$ cat config.mk
export PLATFORM = sky130hd
export DESIGN_NAME = sparse_sum_select_pipe_flat
export DESIGN_NICKNAME = d
export VERILOG_FILES = /design/src/rtl/sparse_sum_select_pipe_if.sv /design/src/rtl/sparse_sum_select_pipe.sv /design/src/flat_wrapper.sv
export SDC_FILE = /design/constraint.sdc
export NUM_CORES = 1
export LEC_CHECK = 0
export BUFFER_PORTS_ARGS = -buffer_cell sky130_fd_sc_hd__buf_2
export CORE_MARGIN = 4
export CORE_UTILIZATION = 51
export DETAILED_ROUTE_END_ITERATION = 6
export GPL_TIMING_DRIVEN = 0
export PLACE_DENSITY = 0.89
export SYNTH_ARGS = -nofsm -noshare
export SYNTH_HDL_FRONTEND = slang
export SYNTH_SLANG_ARGS = --single-unit
$ cat constraint.sdc
create_clock -name clk -period 4.1 [get_ports clk]
set_input_delay 0.615 -clock clk [delete_from_list [all_inputs] [get_ports clk]]
set_output_delay 0.615 -clock clk [all_outputs]
set_load 0.02 [all_outputs]
$ cat src/rtl/sparse_sum_select_pipe_if.sv
// Handshake and payload bundle for the sparse sum-select stage.
// Upstream side : in_valid/in_ready, operand_1, operand_2, carry_in, block_carry
// Downstream side: out_valid/out_ready, sum, carry_out, overflow, carry_error
// The master modport is the traffic source/sink; the slave modport is the pipe.
interface sparse_sum_select_pipe_if #(
    parameter int unsigned N_BIT = 32
);
    localparam int unsigned NBLK = N_BIT / 4;

    logic             in_valid;
    logic             in_ready;
    logic [N_BIT-1:0] operand_1;
    logic [N_BIT-1:0] operand_2;
    logic             carry_in;
    logic [NBLK-1:0]  block_carry;
    logic             out_valid;
    logic             out_ready;
    logic [N_BIT-1:0] sum;
    logic             carry_out;
    logic             overflow;
    logic             carry_error;

    modport master (
        output in_valid, operand_1, operand_2, carry_in, block_carry, out_ready,
        input  in_ready, out_valid, sum, carry_out, overflow, carry_error
    );

    modport slave (
        input  in_valid, operand_1, operand_2, carry_in, block_carry, out_ready,
        output in_ready, out_valid, sum, carry_out, overflow, carry_error
    );
endinterface

$ cat src/rtl/sparse_sum_select_pipe.sv
// Two-stage carry-select sum stage fed by a 4-sparse carry vector.
// Stage 1 registers both conditional 5-bit sums per nibble plus the select
// carries; stage 2 picks per nibble, and flags any nibble whose own carry-out
// disagrees with the supplied block carry.
// Ports: clk, rst (async, active-high), io (slave modport of
// sparse_sum_select_pipe_if: upstream valid/ready + operands, downstream
// valid/ready + sum, carry_out, overflow, carry_error).
module sparse_sum_select_pipe #(
    parameter int unsigned N_BIT = 32
) (
    input  logic                     clk,
    input  logic                     rst,
    sparse_sum_select_pipe_if.slave  io
);
    localparam int unsigned NBLK = N_BIT / 4;

    // Handshake
    logic s2_adv;
    logic s1_adv;
    logic accept;

    // Stage 1 state
    logic                  s1_valid_q, s1_valid_d;
    logic [NBLK-1:0][4:0]  s0_q, s0_d;
    logic [NBLK-1:0][4:0]  s1_q, s1_d;
    logic [NBLK-1:0]       sel_q, sel_d;
    logic [NBLK-1:0]       bc_q;
    logic                  msb1_q, msb2_q;

    // Stage 2 state
    logic                  out_valid_q, out_valid_d;
    logic [N_BIT-1:0]      sum_q, sum_d;
    logic                  carry_out_q;
    logic                  overflow_q, overflow_d;
    logic                  carry_error_q, carry_error_d;

    assign s2_adv      = ~out_valid_q | io.out_ready;
    assign s1_adv      = s1_valid_q & s2_adv;
    assign io.in_ready = ~s1_valid_q | s2_adv;
    assign accept      = io.in_valid & io.in_ready;

    // Stage 1 precompute: both conditional nibble sums and their select carries
    always_comb begin
        s0_d = '0;
        s1_d = '0;
        for (int unsigned j = 0; j < NBLK; j++) begin
            s0_d[j] = 5'(io.operand_1[4*j +: 4]) + 5'(io.operand_2[4*j +: 4]);
            s1_d[j] = s0_d[j] + 5'd1;
        end
        sel_d = {io.block_carry[NBLK-2:0], io.carry_in};
    end

    // Stage 1 holds its entry unless it is empty or draining this cycle
    assign s1_valid_d = io.in_ready ? accept : s1_valid_q;

    // Stage 2 select and consistency check
    always_comb begin
        logic [4:0] pick;
        pick          = '0;
        sum_d         = '0;
        carry_error_d = 1'b0;
        for (int unsigned j = 0; j < NBLK; j++) begin
            pick = sel_q[j] ? s1_q[j] : s0_q[j];
            sum_d[4*j +: 4] = pick[3:0];
            if (pick[4] != bc_q[j]) begin
                carry_error_d = 1'b1;
            end
        end
        overflow_d = (msb1_q == msb2_q) & (sum_d[N_BIT-1] != msb1_q);
    end

    // A fresh result takes priority over a consume in the same edge
    always_comb begin
        out_valid_d = out_valid_q;
        if (s1_adv) begin
            out_valid_d = 1'b1;
        end else if (io.out_ready) begin
            out_valid_d = 1'b0;
        end
    end

    // Stage 1 registers
    always_ff @(posedge clk or posedge rst) begin
        if (rst) begin
            s1_valid_q <= 1'b0;
            s0_q       <= '0;
            s1_q       <= '0;
            sel_q      <= '0;
            bc_q       <= '0;
            msb1_q     <= 1'b0;
            msb2_q     <= 1'b0;
        end else begin
            s1_valid_q <= s1_valid_d;
            if (accept) begin
                s0_q   <= s0_d;
                s1_q   <= s1_d;
                sel_q  <= sel_d;
                bc_q   <= io.block_carry;
                msb1_q <= io.operand_1[N_BIT-1];
                msb2_q <= io.operand_2[N_BIT-1];
            end
        end
    end

    // Stage 2 registers; payload only moves when stage 1 advances
    always_ff @(posedge clk or posedge rst) begin
        if (rst) begin
            out_valid_q   <= 1'b0;
            sum_q         <= '0;
            carry_out_q   <= 1'b0;
            overflow_q    <= 1'b0;
            carry_error_q <= 1'b0;
        end else begin
            out_valid_q <= out_valid_d;
            if (s1_adv) begin
                sum_q         <= sum_d;
                carry_out_q   <= bc_q[NBLK-1];
                overflow_q    <= overflow_d;
                carry_error_q <= carry_error_d;
            end
        end
    end

    assign io.out_valid   = out_valid_q;
    assign io.sum         = sum_q;
    assign io.carry_out   = carry_out_q;
    assign io.overflow    = overflow_q;
    assign io.carry_error = carry_error_q;
endmodule
$ cat src/flat_wrapper.sv
// flat-port wrapper written by rule: the top's interface ports become plain ports
module sparse_sum_select_pipe_flat 
#(
    parameter int unsigned N_BIT = 32
)
  (clk, rst, io_in_valid, io_operand_1, io_operand_2, io_carry_in, io_block_carry, io_out_ready, io_in_ready, io_out_valid, io_sum, io_carry_out, io_overflow, io_carry_error);
  sparse_sum_select_pipe_if #(.N_BIT(N_BIT)) io_i ();
  input  logic clk;
  input  logic rst;
  input wire logic [$bits(io_i.in_valid)-1:0] io_in_valid;
  input wire logic [$bits(io_i.operand_1)-1:0] io_operand_1;
  input wire logic [$bits(io_i.operand_2)-1:0] io_operand_2;
  input wire logic [$bits(io_i.carry_in)-1:0] io_carry_in;
  input wire logic [$bits(io_i.block_carry)-1:0] io_block_carry;
  input wire logic [$bits(io_i.out_ready)-1:0] io_out_ready;
  output wire logic [$bits(io_i.in_ready)-1:0] io_in_ready;
  output wire logic [$bits(io_i.out_valid)-1:0] io_out_valid;
  output wire logic [$bits(io_i.sum)-1:0] io_sum;
  output wire logic [$bits(io_i.carry_out)-1:0] io_carry_out;
  output wire logic [$bits(io_i.overflow)-1:0] io_overflow;
  output wire logic [$bits(io_i.carry_error)-1:0] io_carry_error;
  assign io_i.in_valid = io_in_valid;
  assign io_i.operand_1 = io_operand_1;
  assign io_i.operand_2 = io_operand_2;
  assign io_i.carry_in = io_carry_in;
  assign io_i.block_carry = io_block_carry;
  assign io_i.out_ready = io_out_ready;
  assign io_in_ready = io_i.in_ready;
  assign io_out_valid = io_i.out_valid;
  assign io_sum = io_i.sum;
  assign io_carry_out = io_i.carry_out;
  assign io_overflow = io_i.overflow;
  assign io_carry_error = io_i.carry_error;
  sparse_sum_select_pipe #(.N_BIT(N_BIT)) u_core (.clk(clk), .rst(rst), .io(io_i));
endmodule
==> impl_metrics.tcl <==
set metrics [dict create \
    status "complete, no violations" \
    arrival_ns 2.32 \
    start_util 0.522 \
    dp_cells 831 \
    ctsHoldBuffers 0 \
    cts_made_buffers 17 \
    synth_area_sq_um 6590 \
    drc_errors 0 \
    synth_cell_types 29 \
    place_congestion 0.822 \
    period_share 0.490 \
    power.share.switching 0.307 \
    synthToLayoutAreaGrowth_pct 22.4 \
    post_cts_resized 0 \
    first_iter_violations 418 \
    port_buffers 113 \
    finalHoldViolCount 0 \
    nFillCells 946 \
    tritoncts "yes" \
    finClkSkew_ns 0.00882 \
    use_met3 0.0590 \
    syn_avg_cell_area_sq_um 12.1 \
    ys_ff_latch 128 \
    grt_pass1_wl_um 25800 \
    r2r_slack_ns 2.56 \
    top_usage_layer "met2" \
    power_density_nw_per_um2 574 \
    stdcell_count 863 \
    finalSetupViolations 0 \
    die_w_um 122 \
    gr-usage-met2 0.409 \
    core_sq_um 12600 \
    worstSetupEndpointType "flip-flop" \
    rr_worst_depth 5 \
    seqPwrFrac 0.384 \
    synth_edf_count 0 \
    numClockSinks 128 \
    r2r_start "u_core.io.out_valid" \
    p_switching_w 0.00142 \
    multi_input_area_sq_um 3240 \
    dp_hpwl_um 11300 \
    path_class "input pin to flip-flop" \
    slew_headroom 0.581 \
    dieArea_sq_um 14800 \
    grt_antenna_before_repair 1 \
    track_usage 0.226 \
    intPower_w 0.00321 \
    drive_above_1_share 0.369 \
    grtUsageMet1 0.253 \
    htree_levels 4 \
    grt_pass1_vias 5214 \
    critPathRequiredTime_ns 4.41 \
    vdd_drop_max_mv 0.332 \
    async_flop_share 1.00 \
    seqCellArea_sq_um 3200 \
    grt_overflow 0 \
    timing.rr.end "u_core.io.sum[6]" \
    netlist_instances 545 \
    ant_nets 0 \
    ys.flop_type "dfrtp_1" \
    routed_wl_um 16100 \
    ys_warn_count 0 \
    syn_nets 670 \
    path_max_fanout 5 \
    clkLatencyLatePin_ns 0.41 \
    leakage_nw 3.96 \
    pwr-share-clk 0.360 \
    tightest_slew_ns 0.628 \
    cts-root-buf "clkbuf_16" \
    whs_ns 0.295 \
    combPwrFrac 0.256 \
    placed_cell_area_sq_um 7400 \
    start_kind "input pin" \
    hp-class "input pin to asynchronous set/reset pin" \
    fmax_mhz 498 \
    cts_setup_buffers 0 \
    top_level_ports 114 \
    wire_per_inst_um 18.6 \
    final_nets 803 \
    die_h_um 122 \
    rsz0062_at_grt "no" \
    grt_max_degree 69 \
    viasPerCell 5.62 \
    rows 41 \
    insertedDiodeCount 0 \
    routed-via-count 4848 \
    cts.clk_slew.worst_paths_ns 0.06 \
    seq_area_frac_synth 0.486 \
    maxCapViolations 0 \
    drv_slew 0 \
    design_area_sq_um 8060 \
    cts_buffer_depth 2 \
    drtPass1Iterations 4 \
    finalCriticalPeriod_ns 2.01 \
]
worst max-delay path: stages:
cell     delay, ns
buf_2         0.10
ha_1          0.22
fa_1          0.42
xor2_1        0.42
nand3_1       0.16
xor2_1        0.17
o21ai_0       0.21
flip-flops by register name (all words and copies together) (netlist names):
| name | count |
|---|---|
| u_core.io.overflow | 1 |
| u_core.s1_valid_q | 1 |
| u_core.io.out_valid | 1 |
| u_core.io.sum | 32 |
| u_core.sel_q | 1 |
| u_core.s1_q | 40 |
| u_core.io.carry_out | 1 |
| u_core.s0_q | 40 |
| u_core.bc_q | 8 |
| u_core.msb2_q | 1 |
| u_core.io.carry_error | 1 |
| u_core.msb1_q | 1 |
synth_stat cells, types with 3 or more instances:
cell / number / area share
a21o_1: 24 / 0.027
a21oi_2: 8 / 0.011
a31oi_1: 8 / 0.0076
and4_4: 8 / 0.014
buf_2: 19 / 0.014
clkbuf_1: 5 / 0.0028
dfrtp_1: 128 / 0.49
fa_1: 8 / 0.024
ha_1: 40 / 0.076
mux2_2: 60 / 0.10
mux2i_1: 40 / 0.061
nand2_1: 67 / 0.038
nand2b_1: 3 / 0.0028
nand3_1: 8 / 0.0061
o21ai_0: 54 / 0.041
o21ai_1: 4 / 0.0030
o31ai_2: 8 / 0.015
xnor2_1: 16 / 0.021
xor2_1: 24 / 0.032
worst max path at each step:
stage	start	end	slack, ns
floorplan	rst	u_core.bc_q[0]	0.07
global placement	rst	u_core.io.sum[18]	-1.01
detailed placement	io_operand_2[28]	u_core.s1_q[38]	1.69
CTS	io_operand_2[28]	u_core.s1_q[38]	2.11
global route	io_operand_2[28]	u_core.s1_q[38]	2.06
finish	io_operand_2[28]	u_core.s1_q[38]	2.09
cells in the final DEF (no fill, tap or decap), drive strengths merged, types with 3 or more instances in the layout:
cell type	count
a21o	24
a21oi	8
a31oi	8
and4	8
buf	137
bufinv	5
clkbuf	24
clkinv	7
dfrtp	128
fa	8
ha	40
mux2	60
mux2i	40
nand2	68
nand2b	3
nand3	8
o21ai	58
o31ai	8
xnor2	16
xor2	24
kinds of logic (layout without fill, tap and decap cells):
family / after synthesis / in the layout / share of synthesized area
AOI/OAI and AO/OA: 106 / 106 / 0.105
xor gates and xnor gates: 40 / 40 / 0.0532
adders and majority gates: 48 / 48 / 0.100
buffers and inverters: 29 / 175 / 0.0224
DFF: 128 / 128 / 0.486
muxes: 100 / 100 / 0.163
and+or+nand+nor: 94 / 94 / 0.0695
layer usage:
layer  vias to the layer above  routed length [um]
met5                         -                   7
met4                         2                 412
met3                        38                 881
met2                       169                8450
met1                      2435                6330
li1                       2204                   -
final cells by class:
cell class	count	share of cell area
multi-input combinational	388	0.401
sequential	128	0.397
timing repair buffer	114	0.0736
clock buffer	19	0.0562
tap	172	0.0267
clock inverter	13	0.0259
buffer	28	0.0178
inverter	1	0.00109
through the flow:
stage / worst slack, ns / util / TNS (ns) / power (W)
floorplan: 0.0724 / - / 0 / 0.00255
global placement: -1.01 / 0.584 / -127.97 / 0.00287
detailed placement: 1.69 / 0.586 / 0 / 0.00295
CTS: 2.11 / 0.639 / 0 / 0.00464
global route: 2.06 / 0.639 / 0 / 0.00485
finish: 2.09 / 0.639 / 0 / 0.00463
power by group through the flow:
stage / clock, W / combinational, W / sequential, W
after CTS: 0.00168 / 0.00119 / 0.00177
after detailed placement: 0 / 0.00117 / 0.00178
after global routing: 0.00175 / 0.00130 / 0.00180
final: 0.00167 / 0.00118 / 0.00178
after global placement: 0 / 0.00111 / 0.00176
after floorplan: 0 / 0.000679 / 0.00187
Note: power is estimated with default switching activity, not from simulation.
